[config.mk]
export PLATFORM = sky130hd
export DESIGN_NAME = prio_arbiter4
export DESIGN_NICKNAME = d
export VERILOG_FILES = /design/src/rtl/prio_arbiter4.sv
export SDC_FILE = /design/constraint.sdc
export NUM_CORES = 1
export LEC_CHECK = 0
export ABC_CLOCK_PERIOD_IN_PS = 2700
export CAP_MARGIN = 20
export CORE_MARGIN = 5
export CORE_UTILIZATION = 31
export DETAILED_ROUTE_END_ITERATION = 6
export MAX_ROUTING_LAYER = met4
export PLACE_DENSITY_LB_ADDON = 0.25
export REMOVE_ABC_BUFFERS = 1
export SYNTH_ARGS = -nofsm -noshare
export SYNTH_HDL_FRONTEND = slang
export SYNTH_SLANG_ARGS = --single-unit
[constraint.sdc]
create_clock -name clk -period 2.7 [get_ports clk]
set_clock_uncertainty 0.05 [all_clocks]
set_input_delay 0.54 -clock clk [delete_from_list [all_inputs] [get_ports clk]]
set_output_delay 0.54 -clock clk [all_outputs]
set_load 0.01 [all_outputs]
[src/rtl/prio_arbiter4.sv]
// prio_arbiter4: four-requester priority arbiter with grant hold, forced release, starvation guard and turnaround
module prio_arbiter4 #(
    parameter int HOLD_MAX   = 16,
    parameter int STARVE_LIM = 8
) (
    input  logic       clk,
    input  logic       rst_n,
    input  logic [3:0] req,
    output logic [3:0] gnt,
    output logic [1:0] gnt_id,
    output logic       gnt_valid,
    output logic       timeout,
    output logic       busy
);
    typedef enum logic [1:0] {IDLE, GRANT, RELEASE} state_t;
    state_t     state;
    logic [7:0] hold;
    logic [3:0] mask;
    logic [3:0] age [4];
    logic [3:0] elig, starved, pick, win_oh;
    logic [1:0] win;
    logic       granting, normal_rel, forced_rel;
    // Starved requesters preempt plain priority; within each set the highest index wins.
    always_comb begin
        elig = req & ~mask;
        for (int i = 0; i < 4; i++) starved[i] = elig[i] && (age[i] == 4'(STARVE_LIM));
        pick       = |starved ? starved : elig;
        win        = pick[3] ? 2'd3 : pick[2] ? 2'd2 : pick[1] ? 2'd1 : 2'd0;
        win_oh     = 4'b0001 << win;
        granting   = (state == IDLE) && |elig;
        normal_rel = (state == GRANT) && !req[gnt_id];
        forced_rel = (state == GRANT) && req[gnt_id] && (hold == 8'(HOLD_MAX - 1));
    end
    // Arbitration FSM with registered grant outputs; normal release takes precedence over the hold limit.
    always_ff @(posedge clk or negedge rst_n) begin
        if (!rst_n) begin
            state     <= IDLE;
            gnt       <= '0;
            gnt_id    <= '0;
            gnt_valid <= 1'b0;
            timeout   <= 1'b0;
            busy      <= 1'b0;
            hold      <= '0;
        end else begin
            timeout <= 1'b0;
            case (state)
                IDLE: if (granting) begin
                    state     <= GRANT;
                    gnt       <= win_oh;
                    gnt_id    <= win;
                    gnt_valid <= 1'b1;
                    busy      <= 1'b1;
                    hold      <= '0;
                end
                GRANT: if (normal_rel || forced_rel) begin
                    state     <= RELEASE;
                    gnt       <= '0;
                    gnt_id    <= '0;
                    gnt_valid <= 1'b0;
                    timeout   <= forced_rel;
                end else begin
                    hold <= hold + 8'd1;
                end
                default: begin
                    state <= IDLE;
                    busy  <= 1'b0;
                end
            endcase
        end
    end
    // A timed-out owner stays masked until it lets go of its request at least once.
    always_ff @(posedge clk or negedge rst_n) begin
        if (!rst_n) mask <= '0;
        else        mask <= (mask & req) | (forced_rel ? gnt : 4'b0000);
    end
    // Wait counters age only unmasked, ungranted requesters and saturate at the starvation limit.
    always_ff @(posedge clk or negedge rst_n) begin
        if (!rst_n) begin
            for (int i = 0; i < 4; i++) age[i] <= '0;
        end else begin
            for (int i = 0; i < 4; i++)
                if (!req[i] || mask[i] || gnt[i] || (granting && win_oh[i])) age[i] <= '0;
                else if (age[i] != 4'(STARVE_LIM)) age[i] <= age[i] + 4'd1;
        end
    end
endmodule
==> After elaboration in Yosys (flattened, before gate mapping) <==
Index checks and enable logic that the tools add are counted.
{ "totals": {"in_bits": 6, "wordCells": 112, "output_inout_bits": 9, "register_bits": 39} }
{ "classes": {"bitwise_logic": 5, "shifts": 1, "n_addsub": 5, "eq_ne": 13, "muxes": 33, "order_cmp": 1, "reduce_logical": 42} }
{ "ops": {"columns": ["operator", "count"], "rows": [
  ["$mux 4", 12],
  ["$add 4x1->4 const B", 4],
  ["$eq 4x4->1 const B", 4],
  ["$mux 8", 2],
  ["$ne 4x4->1 const B", 4],
  ["$pmux 8 s2", 1],
  ["$logic_or 1x1->1", 13],
  ["$logic_and 1x1->1", 12],
  ["$mux 2", 6],
  ["$reduce_bool 2->1", 5],
  ["$add 8x1->8 const B", 1],
  ["$and 4x4->4", 2],
  ["$eq 8x4->1 const B", 1],
  ["$pmux 2 s2", 2],
  ["$pmux 4 s2", 1],
  ["$reduce_or 4->1", 2],
  ["$mux 1", 6],
  ["$reduce_and 3->1", 2],
  ["$logic_not 1->1", 5],
  ["$ne 2x2->1 const B", 2],
  ["$not 4->4", 1],
  ["$or 4x4->4", 1],
  ["$pmux 1 s2", 2],
  ["$reduce_and 2->1", 2],
  ["other kinds (7)", 7]
]} }

==> Longest topological paths before layout <==
{ "logic_depth": {"ltp_word": 12, "ltp_mapped": 7, "mapped_depth_nobuf": 7} }

==> Worst setup path after synthesis <==
No wires, ideal clock.
{ "synth_timing": {"path_type": "input to register", "startpoint": "in req[1]", "endpoint": "reg mask[1]", "cell_stages": 5, "arrival_ns": 1.641, "setup_slack_ns": 0.888, "path_buffers": 1, "setup_ns": 0.121, "t_required_ns": 2.529, "path_cell_list": "mux4_1 -> and2_1 -> buf_2 -> nor2b_4 -> a22o_1"} }
{ "synth_between": {"elab_chain_cells": 6, "elab_cells_between_ends": 7, "classes_between": "mux: 3; bitwise: 2; reduce/logical: 2"} }
{ "synth_lines": {"columns": ["item", "line_no", "text"], "rows": [
  ["start: declaration", "8", "input logic [3:0] req,"],
  ["$bmux 1 s2", "32", "forced_rel = (state == GRANT) && req[gnt_id] && (hold == 8'(HOLD_MAX - 1));"],
  ["$mux 1 (implied by the code)", "32", null],
  ["$logic_and 1x1->1 (2 in a row)", "32", null],
  ["$mux 4", "74", "else mask <= (mask & req) | (forced_rel ? gnt : 4'b0000);"],
  ["$or 4x4->4 *", "74", null],
  ["end signal: assignment", "74", null],
  ["end: declaration", "18", "logic [3:0] mask;"]
]} }
Every way passes the cells marked *; elsewhere a longest branch is shown, timed or not. The select of a mux whose other input is x is not followed.
A chain may end at the register's enable or synchronous reset.

==> Final worst setup path <==
{ "layout_timing": {"startpoint": "in req[0]", "endpoint": "reg age[11] (netlist name)"} }
{ "layout_between": {"elab_chain_cells": 11, "elab_cells_between_ends": 14, "classes_between": "shift: 1; mux: 5; bitwise: 1; reduce/logical: 7"} }
{ "layout_lines": {"columns": ["item", "line_no", "text"], "rows": [
  ["$and 4x4->4 *", "25", "elig = req & ~mask;"],
  ["$logic_and 1x1->1", "26", "for (int i = 0; i < 4; i++) starved[i] = elig[i] && (age[i] == 4'(STARVE_LIM));"],
  ["$reduce_or 4->1", "27", "pick = |starved ? starved : elig;"],
  ["$mux 4", "27", null],
  ["$mux 1", "28", "win = pick[3] ? 2'd3 : pick[2] ? 2'd2 : pick[1] ? 2'd1 : 2'd0;"],
  ["$mux 2 (2 in a row)", "28", null],
  ["$shl 1x2->4", "29", "win_oh = 4'b0001 << win;"],
  ["$logic_and 1x1->1 *", "82", "if (!req[i] || mask[i] || gnt[i] || (granting && win_oh[i])) age[i] <= '0;"],
  ["$logic_or 1x1->1 *", "82", null],
  ["$mux 4 or $reduce_bool 2->1 (tied branches)", null, null],
  ["end signal: indexed assignment", "82", null],
  ["end: declaration", "19", "logic [3:0] age [4];"]
]} }
Every way passes the cells marked *; elsewhere a longest branch is shown, timed or not.

==> results.py <==
metrics = {
    "cells_and_area": {
        "area_growth_pct": 15.8,
        "postLayoutCellArea_um2": 2420,
        "drive_gt1_share_pct": 13.8,
        "fin_nets": 231,
        "diodes": 0,
        "stdcell_count": 297,
    },
    "pwr": {
        "switchingPower_uw": 736,
        "p_int_mw": 1.23,
        "swShare_pct": 37.4,
        "ir_worst_vdd_uv": 465,
        "p_leak_nw": 1.06,
        "power_density_nw_per_um2": 815,
        "pwr-share-clk_pct": 20.8,
        "p_comb_share_pct": 36.4,
        "seqPwrFrac_pct": 42.8,
    },
    "placed_design": {
        "hpwl_um": 3070,
        "numPortBuffers": 14,
        "place.gp.congestion": 0.748,
        "dp_cells": 289,
        "dpl_cell_area_um2": 2320,
    },
    "clocking": {
        "hold_buffers": 0,
        "cts_tree": "done",
        "postCtsSetupBuffers": 0,
        "clock-root-buffer": "clkbuf_8",
        "clock_path_buffers": 2,
        "clkLatencyLatePin_ns": 0.30,
        "cts.clk_slew.worst_paths_ns": 0.08,
        "numCtsBuffers": 5,
        "cts-resized-gates": 0,
        "cts_sinks": 39,
        "htreeDepth": 2,
    },
    "drt": {
        "routed_wirelength_um": 4200,
        "met1_length_um": 2210,
        "post-route-drc-count": 0,
        "wl_met3_um": 125,
        "drtIter0Drc": 46,
        "route.met2.wl_um": 1800,
        "wl_per_cell_um": 14.1,
        "ant_nets": 0,
        "first_pass_iters": 4,
        "num_vias": 1483,
        "viasPerCell": 4.99,
        "routed.top_layer": "met4",
    },
    "global_route": {
        "grtUsageTotal_pct": 11.7,
        "grt_pass1_wl_um": 7770,
        "antenna_found_initial": 0,
        "grt_pass1_vias": 1589,
        "grt_overflow": 0,
        "grt_max_degree": 40,
    },
    "min_path": {
        "hold_path.class": "in -> async",
    },
    "timing": {
        "fin_crit_sh_pct": 79.8,
        "whs_ns": 0.300,
        "relSlewSlack_pct": 42.7,
        "grt_setup_unrepaired": "no",
        "tns_ns": 0,
        "setup_viol": 0,
        "worstMarginPinSlew_ns": 0.859,
        "fmax_mhz": 464,
        "drv_slew": 0,
        "hold_viol": 0,
        "final.min_clock_period_ns": 2.15,
    },
    "critical_path": {
        "arrival_ns": 2.28,
        "crit_fanout": 5,
        "required_ns": 2.83,
        "r2r-start": "age[12]$_DFFE_PN0P_",
        "path_class": "in -> reg",
        "startpoint_type": "primary input",
        "end_kind": "register",
        "crit_start": "req[0]",
    },
    "synth": {
        "synthAdderAreaFrac_pct": 5.40,
        "async_flop_share_pct": 100,
        "yosysWarnings": 0,
        "synth.ff_latch_count": 39,
        "synth-edff-count": 0,
        "synthTopCellsByCount": "dfrtp_1, nand2_1, nand3_1, nor2_1, inv_1",
        "synth_mux_area_share_pct": 2.22,
        "yosysSeqAreaShare_pct": 46.8,
        "avgSynthCellArea_um2": 10.6,
        "yosysTopAreaCell": "dfrtp_1",
        "yosysUniqueCellTypes": 52,
        "synth_top_family_by_area": "simple AND/OR/NAND/NOR gates",
        "synth_top_area_share_pct": 46.8,
        "synthXorXnorAreaFrac_pct": 5.46,
        "synth_compound_area_share_pct": 14.5,
        "netlist_top_cells_area": "dfrtp_1, ha_1, nand3_1",
        "synthSimpleGateAreaFrac_pct": 23.0,
        "synth_most_common_cell": "dfrtp_1",
        "syn-cell-area_um2": 2090,
        "syn_inst": 196,
        "synthFlopType": "dfrtp_1",
    },
    "floorplan": {
        "start_util_pct": 31.2,
        "io_pins": 15,
        "fp.dieArea_um2": 8470,
        "dieHeight_um": 92.1,
        "rows": 30,
        "fp.dieW_um": 92.1,
        "core_area_um2": 6680,
    },
    "outcome": {
        "outcome": "finished, final reports clean",
    },
    "job": {
        "maxCapViolCount": 0,
    },
}
-- path summary, 6_finish.rpt --
check / cells past startpoint / slack, ns / endpoint
min in group clk: 2 / 0.44 / gnt_valid$_DFFE_PN0P_
min: 1 / 0.30 / hold[2]$_DFFE_PN0P_
min reg2reg: 2 / 0.44 / gnt_valid$_DFFE_PN0P_
max: 6 / 0.55 / age[11]$_DFFE_PN0P_
max reg2reg: 7 / 0.69 / age[11]$_DFFE_PN0P_
max in group asynchronous: 1 / 1.77 / age[1]$_DFFE_PN0P_
-- sequential cells by signal (all words and copies together), names as in the netlist --
| signal | cells |
|---|---|
| gnt | 4 |
| gnt_valid | 1 |
| gnt_id | 2 |
| state | 2 |
| age | 16 |
| busy | 1 |
| mask | 4 |
| hold | 8 |
| timeout | 1 |
-- metrics by stage --
step | power, mW | utilization [%] | setup WS, ns
CTS | 2.00 | 36.2 | 0.535
finish | 1.97 | 36.2 | 0.546
global route | 2.14 | 36.2 | 0.425
floorplan | 1.29 | - | 0.724
global placement | 1.58 | 34.8 | 0.195
detailed placement | 1.58 | 34.8 | 0.235
-- worst max-delay path, cell delays in order --
cell	delay (ns)
clkdlybuf4s50_1	0.54
nor2b_2	0.29
o41ai_4	0.12
or3_4	0.40
nor3b_4	0.29
nor3_1	0.10
-- cell type report --
type                            instances  area, µm²
Inverter                               11       41.3
Sequential cell                        39        976
Clock inverter                          3       23.8
Fill cell                             707       4270
Clock buffer                            5       68.8
Multi-Input combinational cell        143       1060
Timing Repair Buffer                   16        150
Tap cell                               80        100
-- power by group through the flow --
stage | registers (mW) | logic (mW) | clock network [mW]
2_1_floorplan | 0.842 | 0.445 | 0
4_1_cts | 0.844 | 0.729 | 0.425
5_1_grt | 0.866 | 0.821 | 0.452
3_5_place_dp | 0.854 | 0.722 | 0
6_report | 0.844 | 0.717 | 0.409
3_3_place_gp | 0.855 | 0.720 | 0
-- cell usage in the layout, fill, tap and decap left out, drive strengths merged, types with 5 or more instances in the layout --
cell and n:
nand3 14, a21oi 8, nor2 15, nand2b 5
xnor2 6, inv 12, dfrtp 39, clkbuf 5
nand2 17, xor2 7, clkdlybuf4s50 13, ha 9
nor4 5, o21ai 7
-- layer usage --
layer / GRT usage, % / up-vias
met4: 4.08 / 0
met3: 2.54 / 8
met5: - / -
met2: 17.1 / 22
met1: 16.1 / 717
li1: - / 736
-- cell families (layout without fill, tap and decap cells) --
| kind of cell | count (synthesis) | count (layout) |
|---|---|---|
| compound gates | 37 | 37 |
| buf+inv | 14 | 35 |
| mux | 3 | 3 |
| simple gates | 81 | 81 |
| fa+ha+maj | 9 | 9 |
| xor+xnor | 13 | 13 |
| flops | 39 | 39 |
Power figures use the tool's default switching activity.
